File: src/rtl/hazard_pkg.sv
// Shared types and constants for the hazard-tracking pipeline registers.
// Entries carry PC, instruction, destination register and remaining latency.
package hazard_pkg;

    localparam logic [31:0] RESET_PC = 32'h0000_3000;
    localparam int unsigned TNEW_W   = 2;
    localparam int unsigned A3_W     = 5;

    typedef struct packed {
        logic [31:0]       pc;
        logic [31:0]       instr;
        logic [A3_W-1:0]   a3;
        logic [TNEW_W-1:0] t_new;
    } stage_t;

    // Reset value and stall filler are the same entry; a real `sll $0,$0,0` looks identical.
    localparam stage_t BUBBLE = '{pc: RESET_PC, instr: '0, a3: '0, t_new: '0};

    function automatic logic [TNEW_W-1:0] tnew_dec(input logic [TNEW_W-1:0] t);
        return (t == '0) ? '0 : t - TNEW_W'(1);
    endfunction

    function automatic stage_t make_entry(input logic [31:0]       pc,
                                          input logic [31:0]       instr,
                                          input logic [A3_W-1:0]   a3,
                                          input logic [TNEW_W-1:0] t_new);
        stage_t e;
        e.pc    = pc;
        e.instr = instr;
        e.a3    = a3;
        // No destination means nothing to wait for.
        e.t_new = (a3 == '0) ? '0 : t_new;
        return e;
    endfunction

endpackage

File: src/rtl/hazard_pipe_track_stage_reg.sv
// One pipeline register of hazard bookkeeping with hold, bubble-insert and
// saturating T_new decrement controls; reset is synchronous and active-low.
module stage_reg
    import hazard_pkg::*;
#(
    parameter stage_t ResetVal = BUBBLE
) (
    input  logic   clk_i,
    input  logic   reset_ni,
    input  logic   en_i,
    input  logic   bubble_i,
    input  logic   dec_i,
    input  stage_t d_i,
    output stage_t q_o
);

    stage_t q_d, q_q;

    always_comb begin
        q_d = q_q;
        if (bubble_i) begin
            q_d = BUBBLE;
        end else if (en_i) begin
            q_d = d_i;
            if (dec_i) begin
                q_d.t_new = tnew_dec(d_i.t_new);
            end
        end
    end

    always_ff @(posedge clk_i) begin
        if (!reset_ni) begin
            q_q <= ResetVal;
        end else begin
            q_q <= q_d;
        end
    end

    assign q_o = q_q;

endmodule

File: src/rtl/hazard_pipe_track.sv
// F/D -> D/E -> E/M -> M/W register chain for hazard bookkeeping, stalled by `stop`.
// Optional stall/retire counters are built when HAZARD_PERF_CNT_EN is defined.
module hazard_pipe_track
    import hazard_pkg::*;
(
    input  logic              clk,
    input  logic              reset,
    input  logic              stop,
    input  logic [31:0]       F_pc,
    input  logic [31:0]       F_instr,
    input  logic [A3_W-1:0]   D_A3,
    input  logic [TNEW_W-1:0] D_T_new,
    output logic [31:0]       D_pc,
    output logic [31:0]       D_instr,
    output logic [31:0]       E_pc,
    output logic [31:0]       E_instr,
    output logic [A3_W-1:0]   E_A3,
    output logic [TNEW_W-1:0] E_T_new,
    output logic [31:0]       M_pc,
    output logic [31:0]       M_instr,
    output logic [A3_W-1:0]   M_A3,
    output logic [TNEW_W-1:0] M_T_new,
    output logic [31:0]       W_pc,
    output logic [31:0]       W_instr,
    output logic [A3_W-1:0]   W_A3,
    output logic [TNEW_W-1:0] W_T_new
`ifdef HAZARD_PERF_CNT_EN
    ,
    output logic [31:0]       stall_cnt,
    output logic [31:0]       retire_cnt
`endif
);

    stage_t fd_d, fd_q;
    stage_t de_d, de_q;
    stage_t em_q, mw_q;

    assign fd_d = make_entry(F_pc, F_instr, '0, '0);
    assign de_d = make_entry(fd_q.pc, fd_q.instr, D_A3, D_T_new);

    stage_reg #(
        .ResetVal (BUBBLE)
    ) u_fd (
        .clk_i    (clk),
        .reset_ni (reset),
        .en_i     (~stop),
        .bubble_i (1'b0),
        .dec_i    (1'b0),
        .d_i      (fd_d),
        .q_o      (fd_q)
    );

    stage_reg #(
        .ResetVal (BUBBLE)
    ) u_de (
        .clk_i    (clk),
        .reset_ni (reset),
        .en_i     (1'b1),
        .bubble_i (stop),
        .dec_i    (1'b0),
        .d_i      (de_d),
        .q_o      (de_q)
    );

    // E, M and W never freeze; stalls only affect F/D and D/E.
    stage_reg #(
        .ResetVal (BUBBLE)
    ) u_em (
        .clk_i    (clk),
        .reset_ni (reset),
        .en_i     (1'b1),
        .bubble_i (1'b0),
        .dec_i    (1'b1),
        .d_i      (de_q),
        .q_o      (em_q)
    );

    stage_reg #(
        .ResetVal (BUBBLE)
    ) u_mw (
        .clk_i    (clk),
        .reset_ni (reset),
        .en_i     (1'b1),
        .bubble_i (1'b0),
        .dec_i    (1'b1),
        .d_i      (em_q),
        .q_o      (mw_q)
    );

    // F/D carries no hazard fields; they stay at zero.
    logic unused_fd;
    assign unused_fd = ^{fd_q.a3, fd_q.t_new};

    assign D_pc    = fd_q.pc;
    assign D_instr = fd_q.instr;

    assign E_pc    = de_q.pc;
    assign E_instr = de_q.instr;
    assign E_A3    = de_q.a3;
    assign E_T_new = de_q.t_new;

    assign M_pc    = em_q.pc;
    assign M_instr = em_q.instr;
    assign M_A3    = em_q.a3;
    assign M_T_new = em_q.t_new;

    assign W_pc    = mw_q.pc;
    assign W_instr = mw_q.instr;
    assign W_A3    = mw_q.a3;
    assign W_T_new = mw_q.t_new;

`ifdef HAZARD_PERF_CNT_EN
    logic [31:0] stall_cnt_d, stall_cnt_q;
    logic [31:0] retire_cnt_d, retire_cnt_q;

    // Retirement is counted as the entry moves from M into W.
    always_comb begin
        stall_cnt_d  = stall_cnt_q + {31'b0, stop};
        retire_cnt_d = retire_cnt_q + {31'b0, (em_q.instr != '0)};
    end

    always_ff @(posedge clk) begin
        if (!reset) begin
            stall_cnt_q  <= '0;
            retire_cnt_q <= '0;
        end else begin
            stall_cnt_q  <= stall_cnt_d;
            retire_cnt_q <= retire_cnt_d;
        end
    end

    assign stall_cnt  = stall_cnt_q;
    assign retire_cnt = retire_cnt_q;
`else
    // Counters are compiled out; the pipeline itself is unchanged.
`endif

endmodule

File: config.mk
export PLATFORM = sky130hd
export DESIGN_NAME = hazard_pipe_track
export DESIGN_NICKNAME = d
export VERILOG_FILES = /design/src/rtl/hazard_pkg.sv /design/src/rtl/hazard_pipe_track_stage_reg.sv /design/src/rtl/hazard_pipe_track.sv
export SDC_FILE = /design/constraint.sdc
export NUM_CORES = 1
export LEC_CHECK = 0
export CORE_ASPECT_RATIO = 1.75
export CORE_MARGIN = 4
export CORE_UTILIZATION = 45
export DETAILED_ROUTE_END_ITERATION = 8
export PLACE_DENSITY = 0.89
export SLEW_MARGIN = 20
export SYNTH_ARGS = -nofsm -noshare
export SYNTH_HDL_FRONTEND = slang
export SYNTH_SLANG_ARGS = --single-unit
File: constraint.sdc
create_clock -name clk -period 2.65 [get_ports clk]
set_input_delay 0.53 -clock clk [delete_from_list [all_inputs] [get_ports clk]]
set_output_delay 0.53 -clock clk [all_outputs]
set_load 0.03 [all_outputs]
==> flow_metrics.env <==
export IMPL_regToRegSetupSlack_ns=1.70
export IMPL_grt_antenna_before_repair=2
export IMPL_yosys_area_top_type="dfxtp_1"
export IMPL_dp_hpwl_mm=16.14
export IMPL_design_portCount=351
export IMPL_synthMuxAreaShare=0.07807
export IMPL_yosysWarnings=0
export IMPL_clk_path_buf_depth=3
export IMPL_h_tree_depth=1
export IMPL_post_route_period_util=0.8046
export IMPL_worst_setup_path_end_kind="output port"
export IMPL_cts_made_buffers=24
export IMPL_core_area_sq_mm=0.01797
export IMPL_worstSetupPathType="flip-flop to output port"
export IMPL_slew_headroom=0.4941
export IMPL_pwr_share_seq=0.514
export IMPL_grt_max_degree=205
export IMPL_row_count=65
export IMPL_switching_share=0.2320
export IMPL_netlist_cell_type_count=18
export IMPL_synth_xor_area_frac=0
export IMPL_netlist_area_sq_mm=0.008205
export IMPL_initial_core_util=0.4565
export IMPL_pwr_density_cell_mw_per_mm2=670.6
export IMPL_cts_hold_buf=0
export IMPL_yosysTopAreaCellShare=0.6758
export IMPL_internal_power_w=0.006485
export IMPL_min_path_type="flip-flop to flip-flop"
export IMPL_nets=1083
export IMPL_io_buffers=350
export IMPL_finalNonFillerCells=1261
export IMPL_cp_num_buf_inv=1
export IMPL_skew_ns=0.009978
export IMPL_synth_top_family_by_area="simple AND/OR/NAND/NOR gates"
export IMPL_overflow=0
export IMPL_synthToLayoutAreaGrowth_pct=53.46
export IMPL_hold_viol=0
export IMPL_yosys_area_share_simple=0.2120
export IMPL_ys_seq_area_frac=0.6758
export IMPL_grt_setup_unrepaired="no"
export IMPL_grt_usage=0.2130
export IMPL_path_depth=1
export IMPL_drt_first_pass_iters=4
export IMPL_pwr_share_comb=0.096
export IMPL_worstPathMaxFanout=3
export IMPL_clock_sinks=277
export IMPL_synth_compound_area_frac=0.002745
export IMPL_drv_slew=0
export IMPL_wl_per_cell_um=17.55
export IMPL_required_ns=2.12
export IMPL_final_cell_mix="clkdlybuf4s50_1 (348), dfxtp_1 (277), and2_1 (200)"
export IMPL_syn_avg_cell_area_sq_um=12.36
export IMPL_netSwitchingPower_w=0.001959
export IMPL_setup_viol=0
export IMPL_grt_pass1_wl_mm=33.62
export IMPL_drc=0
export IMPL_dieArea_sq_mm=0.02054
export IMPL_synth_nets=740
export IMPL_fillCellCount=1255
export IMPL_r2r_start="u_de.q_o[0]"
export IMPL_fin_crit_ns=2.132
export IMPL_die_h_um=186.6
export IMPL_synth_cells=664
export IMPL_status="finished, final reports clean"
export IMPL_crit_chain="clkdlybuf4s50_1"
export IMPL_die_w_um=110.1
export IMPL_worst_pin_slew_ns=0.7588
export IMPL_crit_path_top_delay_cell="clkdlybuf4s50_1"
export IMPL_critPathLaunch="u_fd.q_o[37]"
export IMPL_startpoint_type="flip-flop"
export IMPL_timing_rr_end="u_em.q_o[1]"
export IMPL_clkLatencyLatePin_ns=0.50
export IMPL_max_cap_violations=0
export IMPL_antenna_left=0
export IMPL_grt_pass1_vias=6061
export IMPL_max_stage_delay_ns=0.71
export IMPL_crit_arrival_ns=1.60
export IMPL_max_freq_mhz=469.0
export IMPL_reg2reg_depth=4
export IMPL_gp_congestion=0.8096
export IMPL_fin_setup_tns_ns=0
export IMPL_drt_initial_drc_count=182
export IMPL_cts_tree="yes"
export IMPL_drive_gt1_frac=0.04585
export IMPL_power_frac_clock=0.390
export IMPL_post_cts_buffers=0
export IMPL_cts_clk_slew_worst_paths_ns=0.06
export IMPL_routed_wl_mm=22.13
export IMPL_crit_family="buffers and inverters"
export IMPL_ff_latch_area_sq_mm=0.005545
export IMPL_clockRootBuffer="clkbuf_16"
export IMPL_synth_area_top_cells="dfxtp_1 (68%), and2_1 (15%), mux2i_1 (7.8%), nor2b_1 (4.7%), clkbuf_2 (1.0%)"
export IMPL_synthAdderAreaFrac=0.003050
export IMPL_multi_input_area_sq_mm=0.002427
export IMPL_layout_commonest_cell="clkdlybuf4s50_1"
export IMPL_post_drt_via_cell_ratio=4.524
export IMPL_worstSetupEndpoint="D_instr[30]"
export IMPL_ys_ff_latch=277
export IMPL_vias=5705
export IMPL_dp_cells=1215
export IMPL_leakage_nw=5.042
export IMPL_postCtsResizedCells=0
export IMPL_vdd_ir_drop_max_v=0.0006138
==> worst min-delay path by stage <==
| stage | start | to | slack, ns | depth (start not counted) |
|---|---|---|---|---|
| after floorplan | u_de.q_o[0] | u_em.q_o[0] | 0.55 | 1 |
| after global placement | u_em.q_o[51] | u_mw.q_o[51] | 0.42 | 1 |
| after CTS | u_em.q_o[0] | u_mw.q_o[0] | 0.43 | 1 |
| final | u_em.q_o[0] | u_mw.q_o[0] | 0.43 | 1 |
| after detailed placement | u_em.q_o[0] | u_mw.q_o[0] | 0.42 | 1 |
| after global routing | u_em.q_o[0] | u_mw.q_o[0] | 0.47 | 1 |
==> power by group through the flow <==
| stage | registers (W) | logic (W) | clock network (W) |
|---|---|---|---|
| detailed placement | 0.00444 | 0.000816 | 0 |
| CTS | 0.00434 | 0.000821 | 0.00337 |
| floorplan | 0.00465 | 0.000206 | 0 |
| finish | 0.00434 | 0.000812 | 0.00329 |
| global placement | 0.00443 | 0.000804 | 0 |
| global route | 0.00436 | 0.000858 | 0.00354 |
==> Yosys cell counts <==
library cell,n
nor2_1,4
nor2b_1,62
nand2_1,2
clkbuf_1,4
and2_2,1
and2b_2,1
or3_4,1
and2_1,200
buf_2,7
buf_4,2
nand2b_1,8
mux2i_1,64
dfxtp_1,277
ha_1,2
clkbuf_2,17
o311a_2,2
inv_1,4
buf_6,6
==> flip-flops by register name, indices dropped and copies added (netlist names) <==
register and flops:
u_de.q_o 71, u_em.q_o 71, u_mw.q_o 71, u_fd.q_o 64
==> kinds of logic after synthesis <==
logic type               Yosys count
AO/OA/AOI/OAI                      2
flip-flops                       277
adder cells (fa/ha/maj)            2
multiplexers                      64
buffers and inverters             40
AND/OR/NAND/NOR                  279
==> stage by stage <==
step / worst slack (ns) / power, W / instance area (sq um) / utilization / hold slack (ns)
final: 0.5179 / 0.008444 / 12590 / 0.7006 / 0.4315
after global routing: 0.4547 / 0.008756 / 12590 / 0.7006 / 0.4684
after CTS: 0.4662 / 0.008539 / 12590 / 0.7003 / 0.4334
after detailed placement: 0.8320 / 0.005253 / 11840 / 0.6587 / 0.4248
after global placement: 0.8641 / 0.005232 / 11840 / 0.6587 / 0.4188
after floorplan: 1.314 / 0.004854 / 8205 / - / 0.5500
==> routing by layer <==
layer,wire [um],GRT usage,up-vias
met4,1255,0.1152,0
met2,11700,0.3873,240
met3,1664,0.05469,66
li1,-,-,2756
met1,7506,0.2129,2643
met5,0,0,-
==> area by class of cell <==
type	count	share of cell area
inverter	4	0.001192
antenna	2	0.0003975
multi-input combinational	347	0.1928
timing repair buffer	353	0.2826
tap	234	0.02325
clock buffer	35	0.05505
sequential	277	0.4404
clock inverter	9	0.004372
Note: power is estimated with default switching activity, not from simulation.
